### src/rtl/mem_arbiter.sv
// Two-master round-robin arbiter in front of a single-port synchronous RAM.
// Each granted transaction walks IDLE -> ACCESS -> RESP -> ACK. The RAM
// address, write data and write enable all come from registers, so the RAM
// sees stable inputs and write enable is high for exactly one cycle.
//
// Request handshake: a master raises req with we/addr/wdata valid and keeps
// req high until it sees its one-cycle ack. The fields are sampled only on
// the grant edge. Read data is valid in the ack cycle and is held until that
// master's next read completes.
module mem_arbiter #(
  parameter int AW         = 32,
  parameter int DW         = 32,
  // Number of ACCESS cycles before mem_rdata is valid; legal range 1..15.
  parameter int RD_LATENCY = 1
) (
  input  logic          clk,
  input  logic          reset,
  input  logic          m0_req,
  input  logic          m0_we,
  input  logic [AW-1:0] m0_addr,
  input  logic [DW-1:0] m0_wdata,
  output logic [DW-1:0] m0_rdata,
  output logic          m0_ack,
  input  logic          m1_req,
  input  logic          m1_we,
  input  logic [AW-1:0] m1_addr,
  input  logic [DW-1:0] m1_wdata,
  output logic [DW-1:0] m1_rdata,
  output logic          m1_ack,
  output logic [AW-1:0] mem_addr,
  output logic [DW-1:0] mem_wdata,
  output logic          mem_we,
  input  logic [DW-1:0] mem_rdata,
  output logic          busy,
  output logic          owner,
  output logic [1:0]    fsm_state
);

  typedef enum logic [1:0] {
    IDLE   = 2'd0,
    ACCESS = 2'd1,
    RESP   = 2'd2,
    ACK    = 2'd3
  } state_t;

  localparam logic [3:0] LAT_LOAD = 4'(RD_LATENCY - 1);

  state_t     state;
  state_t     state_next;
  logic [3:0] lat_cnt;
  logic       txn_we;   // direction of the transaction in flight
  logic       grant;
  logic       winner;

  // Round-robin choice; owner doubles as last_grant, so a tie goes to the
  // master that was not served most recently.
  always_comb begin
    grant  = m0_req | m1_req;
    winner = owner;
    if (m0_req && m1_req) winner = ~owner;
    else if (m0_req)      winner = 1'b0;
    else if (m1_req)      winner = 1'b1;
  end

  // State register.
  always_ff @(posedge clk or posedge reset) begin
    if (reset) state <= IDLE;
    else       state <= state_next;
  end

  // Next-state logic; arbitration only takes effect from IDLE.
  always_comb begin
    state_next = state;
    case (state)
      IDLE:    if (grant) state_next = ACCESS;
      ACCESS:  if (lat_cnt == 4'd0) state_next = RESP;
      RESP:    state_next = ACK;
      ACK:     state_next = IDLE;
      default: state_next = IDLE;
    endcase
  end

  // Status and completion outputs decoded from the state.
  always_comb begin
    busy      = (state != IDLE);
    m0_ack    = (state == ACK) && !owner;
    m1_ack    = (state == ACK) && owner;
    fsm_state = state;
  end

  // RAM-side registers: load on grant, drop write enable after one cycle.
  always_ff @(posedge clk or posedge reset) begin
    if (reset) begin
      mem_addr  <= '0;
      mem_wdata <= '0;
      mem_we    <= 1'b0;
      owner     <= 1'b1;
      lat_cnt   <= 4'd0;
      txn_we    <= 1'b0;
    end else begin
      case (state)
        IDLE: begin
          mem_we <= 1'b0;
          if (grant) begin
            owner     <= winner;
            mem_addr  <= winner ? m1_addr  : m0_addr;
            mem_wdata <= winner ? m1_wdata : m0_wdata;
            mem_we    <= winner ? m1_we    : m0_we;
            txn_we    <= winner ? m1_we    : m0_we;
            lat_cnt   <= LAT_LOAD;
          end
        end
        ACCESS: begin
          mem_we <= 1'b0;
          if (lat_cnt != 4'd0) lat_cnt <= lat_cnt - 4'd1;
        end
        default: mem_we <= 1'b0;
      endcase
    end
  end

  // Read-data capture into the owning master's register at the end of RESP.
  always_ff @(posedge clk or posedge reset) begin
    if (reset) begin
      m0_rdata <= '0;
      m1_rdata <= '0;
    end else if (state == RESP && !txn_we) begin
      if (owner) m1_rdata <= mem_rdata;
      else       m0_rdata <= mem_rdata;
    end
  end

endmodule

### config.mk
export PLATFORM = sky130hd
export DESIGN_NAME = mem_arbiter
export DESIGN_NICKNAME = d
export VERILOG_FILES = /design/src/rtl/mem_arbiter.sv
export SDC_FILE = /design/constraint.sdc
export NUM_CORES = 1
export LEC_CHECK = 0
export ABC_AREA = 1
export BUFFER_PORTS_ARGS = -buffer_cell sky130_fd_sc_hd__buf_2
export CORE_ASPECT_RATIO = 0.9
export CORE_UTILIZATION = 41
export DETAILED_ROUTE_END_ITERATION = 8
export PLACE_DENSITY = 0.84
export RECOVER_POWER = 100
export SYNTH_ARGS = -nofsm -noshare
export SYNTH_HDL_FRONTEND = slang
export SYNTH_SLANG_ARGS = --single-unit
### constraint.sdc
create_clock -name clk -period 3.8 [get_ports clk]
set_input_delay 0.19 -clock clk [delete_from_list [all_inputs] [get_ports clk]]
set_output_delay 0.19 -clock clk [all_outputs]
set_load 0.005 [all_outputs]
==> results.py, run 1 <==
metrics = {
    "placement": {
        "hpwlAfterDp_mm": 11.26,
        "gp_congestion": 0.8282,
        "placement.io_buffers": 300,
    },
    "route": {
        "viasPerCell": 4.780,
        "vias": 5521,
        "drt-pass1-iter-count": 7,
        "wire_per_inst_um": 14.19,
        "wl_mm": 16.39,
        "drt_iter0_drc": 387,
        "drc": 0,
        "ant_nets": 0,
    },
    "cells_and_area": {
        "areaGrowthSynthToFinish_pct": 33.52,
        "drive_gt1_share_pct": 25.70,
        "fillCellCount": 1310,
        "nNetsFinal": 1121,
    },
    "synth": {
        "synth_adder_area_share_pct": 1.490,
        "ys_top_cells_by_count": "148 x nand2_1, 136 x dfrtp_1, 134 x o21ai_0",
        "synthMostInstantiatedCell": "nand2_1",
        "syn_inst": 664,
        "synth_warnings": 0,
        "ys.flop_type": "dfrtp_1",
        "ys_seq_elements": 137,
        "synth_area_um2": 5878,
        "syn_nets": 837,
        "synth_area_leaders": "dfrtp_1 58%, o21ai_0 11%, nand2_1 9.5%",
        "yosysTopAreaCellShare_pct": 57.90,
        "avgSynthCellArea_um2": 8.853,
        "yosysSeqAreaShare_pct": 58.34,
        "synth_edf_count": 0,
        "synth-xor-area-share_pct": 0.1490,
        "synth_top_family_by_area": "compound AO/OA/AOI/OAI gates",
        "synth.area.mux_share_pct": 0,
        "synth_compound_area_share_pct": 17.09,
        "ys_async_sr_fraction_pct": 100.0,
        "yosysTopAreaCell": "dfrtp_1",
        "ys_types": 22,
        "yosys.area_share.simple_pct": 15.41,
    },
    "timing": {
        "fmax_mhz": 359.8,
        "whs_ns": 0.03027,
        "tightestPinTransition_ns": 1.981,
        "grt_setup_unrepaired": "no",
        "clock_skew_ns": 0.006860,
        "timing.final.crit_share_pct": 73.13,
        "setup_tns_ns": 0,
        "fin_crit_ns": 2.779,
        "maxSlewHeadroom_pct": -32.10,
        "slew_viol_final": 141,
        "setup_viol": 0,
        "hold_violations": 0,
    },
    "flow_run": {
        "cap_violations": 2,
    },
    "grt": {
        "grt_max_degree": 76,
        "grt_pass1_vias": 5056,
        "grt_pass1_wl_mm": 25.00,
        "grt_overflow": 0,
        "antenna_found_initial": 1,
        "grt_use_total_pct": 21.95,
    },
    "pwr": {
        "leakage_nw": 3.984,
        "pwr_density_cell_nw_per_um2": 845.4,
        "p_total_w": 0.006635,
        "ir_drop_mv": 0.4403,
    },
    "clock_tree": {
        "cts_sinks": 137,
        "postCtsHoldBufs": 0,
        "clk_pin_slew_worst_paths_ns": 0.06,
        "numCtsBuffers": 17,
        "h-tree-depth": 4,
        "clock_path_buffers": 2,
        "insertion_delay_ns": 0.41,
        "cts_tree": "built",
        "root_buffer": "clkbuf_16",
        "cts_setup_buffers": 0,
        "cts_resized": 0,
    },
    "setup_path": {
        "cp_max_fo": 64,
        "cp-end-kind": "register",
        "crit_start": "fsm_state[0]",
        "arrival_ns": 3.10,
        "reg2reg_from": "fsm_state[0]",
        "setup.worst_path.start_class": "register",
        "cp.required_ns": 4.12,
        "critPathKind": "register to register",
    },
    "run_status": {
        "run_status": "complete, but fails checks",
        "violations": "capacitance limit, slew limit",
    },
    "die": {
        "io_pins": 301,
        "dieArea_um2": 14820,
        "dieHeight_um": 115.6,
        "die_w_um": 128.2,
        "start_util_pct": 41.97,
        "rows": 41,
        "fp.coreArea_um2": 14000,
    },
    "worst_hold_path": {
        "min_path_type": "primary input to asynchronous set/reset pin",
    },
}
layer usage:
metal  part of all wire [%]  wire, um  vias to the layer above  track usage [%]
li1                       -         -                     2704                -
met1                     42      6823                     2543            26.81
met2                     48      7900                      251            35.68
met3                    8.4      1373                       23            7.525
met4                    1.8       296                        0            9.176
met5                      0         0                        -                0
worst paths after layout:
kind | endpoint | slack [ns] | cells after the start
max in group asynchronous | mem_wdata[1] | 2.24 | 3
min in group clk | m0_rdata[14] | 0.04 | 3
worst min register to register | mem_wdata[14] | 0.48 | 2
worst max-delay path | mem_addr[23] | 1.02 | 7
worst min-delay path | m0_rdata[0] | 0.03 | 3
worst max register to register | mem_addr[23] | 1.02 | 7
where the power goes:
| group | switching [W] | leakage, nW | internal, W | total [W] |
|---|---|---|---|---|
| combinational | 0.00152 | 2.05 | 0.000925 | 0.00245 |
| sequential | 0.000414 | 1.67 | 0.00220 | 0.00262 |
| clock | 0.000658 | 0.266 | 0.000915 | 0.00157 |
worst max-delay path: stages, from the launching register on:
cell     delay, ns
dfrtp_1       0.42
inv_1         0.11
ha_1          0.23
inv_1         0.11
nor2_4        0.05
inv_1         1.39
nand2_1       0.15
o21ai_0       0.19
flip-flops by register name (all words and copies together), names as in the netlist:
name       count
mem_wdata     32
mem_we         1
owner          1
m1_rdata      32
mem_addr      32
txn_we         1
lat_cnt        4
m0_rdata      32
fsm_state      2
stage by stage:
stage	cell area (um^2)	std cells	utilization [%]	setup WS, ns
after global placement	7412	1122	52.93	1.641
after detailed placement	7412	1122	52.93	1.476
after global routing	7849	1155	56.04	0.8095
after CTS	7979	1154	56.97	1.398
after floorplan	5882	664	-	1.904
final	7849	1155	56.04	1.021
cells by family (layout without fill, tap and decap cells):
logic type,after synthesis,in the layout
xor+xnor,1,1
fa+ha+maj,7,7
other cells,0,1
flops,137,137
buf+inv,89,386
compound gates,200,200
simple gates,230,230
area by class of cell:
class	count	area (um^2)	share of cell area, %
antenna	1	2.502	0.03188
clock buffer	18	429.2	5.468
clock inverter	14	137.6	1.754
inverter	49	185.2	2.359
multi-input combinational	438	2012	25.63
sequential	137	3430	43.70
tap	193	241.5	3.077
timing repair buffer	305	1411	17.98
cells in the final DEF (no fill, tap or decap):
cell / instances
nand2_2: 1
buf_4: 3
o21ai_0: 189
clkinv_2: 1
clkinvlp_2: 1
clkinvlp_4: 4
nor2_1: 70
bufinv_16: 1
dfrtp_1: 136
diode_2: 1
clkbuf_16: 17
buf_2: 202
dfstp_1: 1
clkbuf_1: 98
nor2_4: 2
ha_1: 7
xor2_1: 1
inv_8: 1
clkinv_4: 2
nand3_2: 2
nand3_1: 6
inv_6: 5
clkbuf_2: 2
inv_2: 1
o21ai_1: 10
o21ai_4: 1
buf_1: 1
nand2_1: 148
or2_2: 1
inv_1: 47
(Power assumes the default switching activity.)
==> run 2: changes to the inputs <==
- clock period: 3.8 -> 2.4 ns (I/O delays scaled with it)
==> results.py, run 2 (synthesized netlist as in run 1, its figures left out) <==
metrics = {
    "route": {
        "wire_per_inst_um": 16.76,
        "drc": 0,
        "viasPerCell": 5.106,
        "drt_iter0_drc": 545,
        "ant_nets": 0,
        "vias": 6449,
        "drt-pass1-iter-count": 5,
        "wl_mm": 21.17,
    },
    "placement": {
        "hpwlAfterDp_mm": 11.53,
        "gp_congestion": 0.8138,
        "placement.io_buffers": 300,
        "post_dp_cell_area_um2": 7457,
    },
    "cells_and_area": {
        "fillCellCount": 1103,
        "utilization_pct": 64.01,
        "final_cell_mix": "195 x buf_2, 189 x o21ai_0, 148 x nand2_1, 136 x dfrtp_1, 107 x dlygate4sd3_1",
        "areaGrowthSynthToFinish_pct": 52.51,
        "nNetsFinal": 1229,
        "fin_area_um2": 8965,
        "mostFrequentLayoutCell": "buf_2",
        "drive_gt1_share_pct": 22.64,
    },
    "timing": {
        "maxSlewHeadroom_pct": -13.47,
        "grt_setup_unrepaired": "no",
        "fmax_mhz": 460.9,
        "setup_tns_ns": 0,
        "timing.final.crit_share_pct": 90.40,
        "tightestPinTransition_ns": 1.702,
        "hold_violations": 0,
        "slew_viol_final": 138,
        "fin_crit_ns": 2.170,
        "setup_viol": 0,
        "whs_ns": 0.009410,
        "clock_skew_ns": 0.009751,
    },
    "setup_path": {
        "setup.worst_path.start_class": "register",
        "cp-endpoint": "mem_wdata[21]",
        "max_stage_delay_ns": 0.52,
        "r2r_end": "mem_wdata[21]",
        "crit_chain": "inv_1, ha_1, inv_1, nor2_1, buf_4, o21ai_0, o21ai_0",
        "cp_max_fo": 68,
        "reg2reg_from": "fsm_state[1]",
        "critPathKind": "register to register",
        "r2r_slack_ns": 0.23,
        "cp.required_ns": 2.69,
        "arrival_ns": 2.46,
        "reg2reg_depth": 7,
        "crit_start": "fsm_state[1]",
        "crit_slowest_cell": "buf_4",
        "cp-end-kind": "register",
    },
    "pwr": {
        "leakage_nw": 4.437,
        "ir_drop_mv": 0.7840,
        "pwr_density_cell_nw_per_um2": 1237,
    },
    "die": {
        "fp.coreArea_um2": 14000,
        "die_w_um": 128.2,
        "dieArea_um2": 14820,
        "rows": 41,
        "dieHeight_um": 115.6,
        "start_util_pct": 41.97,
        "io_pins": 301,
    },
    "grt": {
        "grt_overflow": 0,
        "grt_max_degree": 138,
        "grt_util_met3_pct": 11.36,
        "busiest_layer": "met2",
        "grt_pass1_wl_mm": 32.41,
        "antenna_found_initial": 1,
        "met2_usage_pct": 46.99,
        "grt_use_met1_pct": 31.29,
        "grt_use_total_pct": 28.63,
        "grt_pass1_vias": 6410,
    },
    "clock_tree": {
        "clk_pin_slew_worst_paths_ns": 0.06,
        "root_buffer": "clkbuf_16",
        "cts_sinks": 137,
        "numCtsBuffers": 17,
        "clock_path_buffers": 2,
        "insertion_delay_ns": 0.41,
        "cts_resized": 0,
        "cts_tree": "built",
        "h-tree-depth": 4,
    },
    "flow_run": {
        "cap_violations": 1,
    },
    "worst_hold_path": {
        "min_path_type": "primary input to register",
    },
    "run_status": {
        "violations": "capacitance limit, slew limit",
        "run_status": "complete, but fails checks",
    },
}
run 2: cell types whose count changed in the layout (fill, tap and decap cells not counted), moves of 2 or more:
| cell | before | now |
|---|---|---|
| buf_12 | 0 | 2 |
| clkbuf_1 | 98 | 106 |
| buf_2 | 202 | 195 |
| dlygate4sd3_1 | 0 | 107 |
run 2: report_power, final:
part	total (W)	internal (W)	switching, W
clock network	0.00262	0.00155	0.00107
logic	0.00425	0.00158	0.00267
registers	0.00422	0.00349	0.000730
run 2: area by class of cell:
cell class | count | area [um^2] | share of cell area [%]
timing repair buffer | 413 | 2505 | 27.94
tap | 193 | 241.5 | 2.694
antenna | 1 | 2.502 | 0.02791
clock inverter | 15 | 166.4 | 1.856
clock buffer | 17 | 425.4 | 4.745
multi-input combinational | 438 | 2007 | 22.39
inverter | 49 | 187.7 | 2.094
sequential | 137 | 3430 | 38.26
run 2: critical path, delay by kind of cell (launching register included):
| kind | cells | cell delay (ns) |
|---|---|---|
| and+or+nand+nor | 1 | 0.16 |
| DFF | 1 | 0.43 |
| adders and majority gates | 1 | 0.19 |
| buffers and inverters | 3 | 0.70 |
| AOI/OAI and AO/OA | 2 | 0.54 |
run 2: how the worst min path moves through the flow:
stage / from / endpoint / slack (ns) / depth (start not counted)
6_report: m0_addr[27] / mem_addr[27] / 0.009 / 3
5_1_grt: mem_rdata[29] / m1_rdata[29] / 0.006 / 3
4_1_cts: m1_wdata[3] / mem_wdata[3] / 0.001 / 3
3_5_place_dp: m0_addr[10] / mem_addr[10] / 0.38 / 3
3_3_place_gp: m0_wdata[16] / mem_wdata[16] / 0.38 / 3
2_1_floorplan: mem_rdata[30] / m0_rdata[30] / 0.28 / 2
run 2: metrics by stage:
step                      std cells  power, W  setup slack, ns
after global placement         1123  0.008183           0.4339
after floorplan                 664  0.006529           0.5737
final                          1263   0.01109           0.2303
after global routing           1263   0.01185          0.01741
after CTS                      1261   0.01120           0.3471
after detailed placement       1123  0.008386           0.3921
run 2: what timing repair did:
action                                  CTS  global route
hold buffers                            106             1
endpoints found under the setup margin    0             0
setup buffers                             0             0
endpoints found under the hold margin   248             1
run 2: per-layer routing:
| metal | share of wire, % | up-vias |
|---|---|---|
| met3 | 9.9 | 108 |
| li1 | - | 2927 |
| met4 | 5.2 | 0 |
| met5 | 0 | - |
| met2 | 48 | 434 |
| met1 | 37 | 2980 |
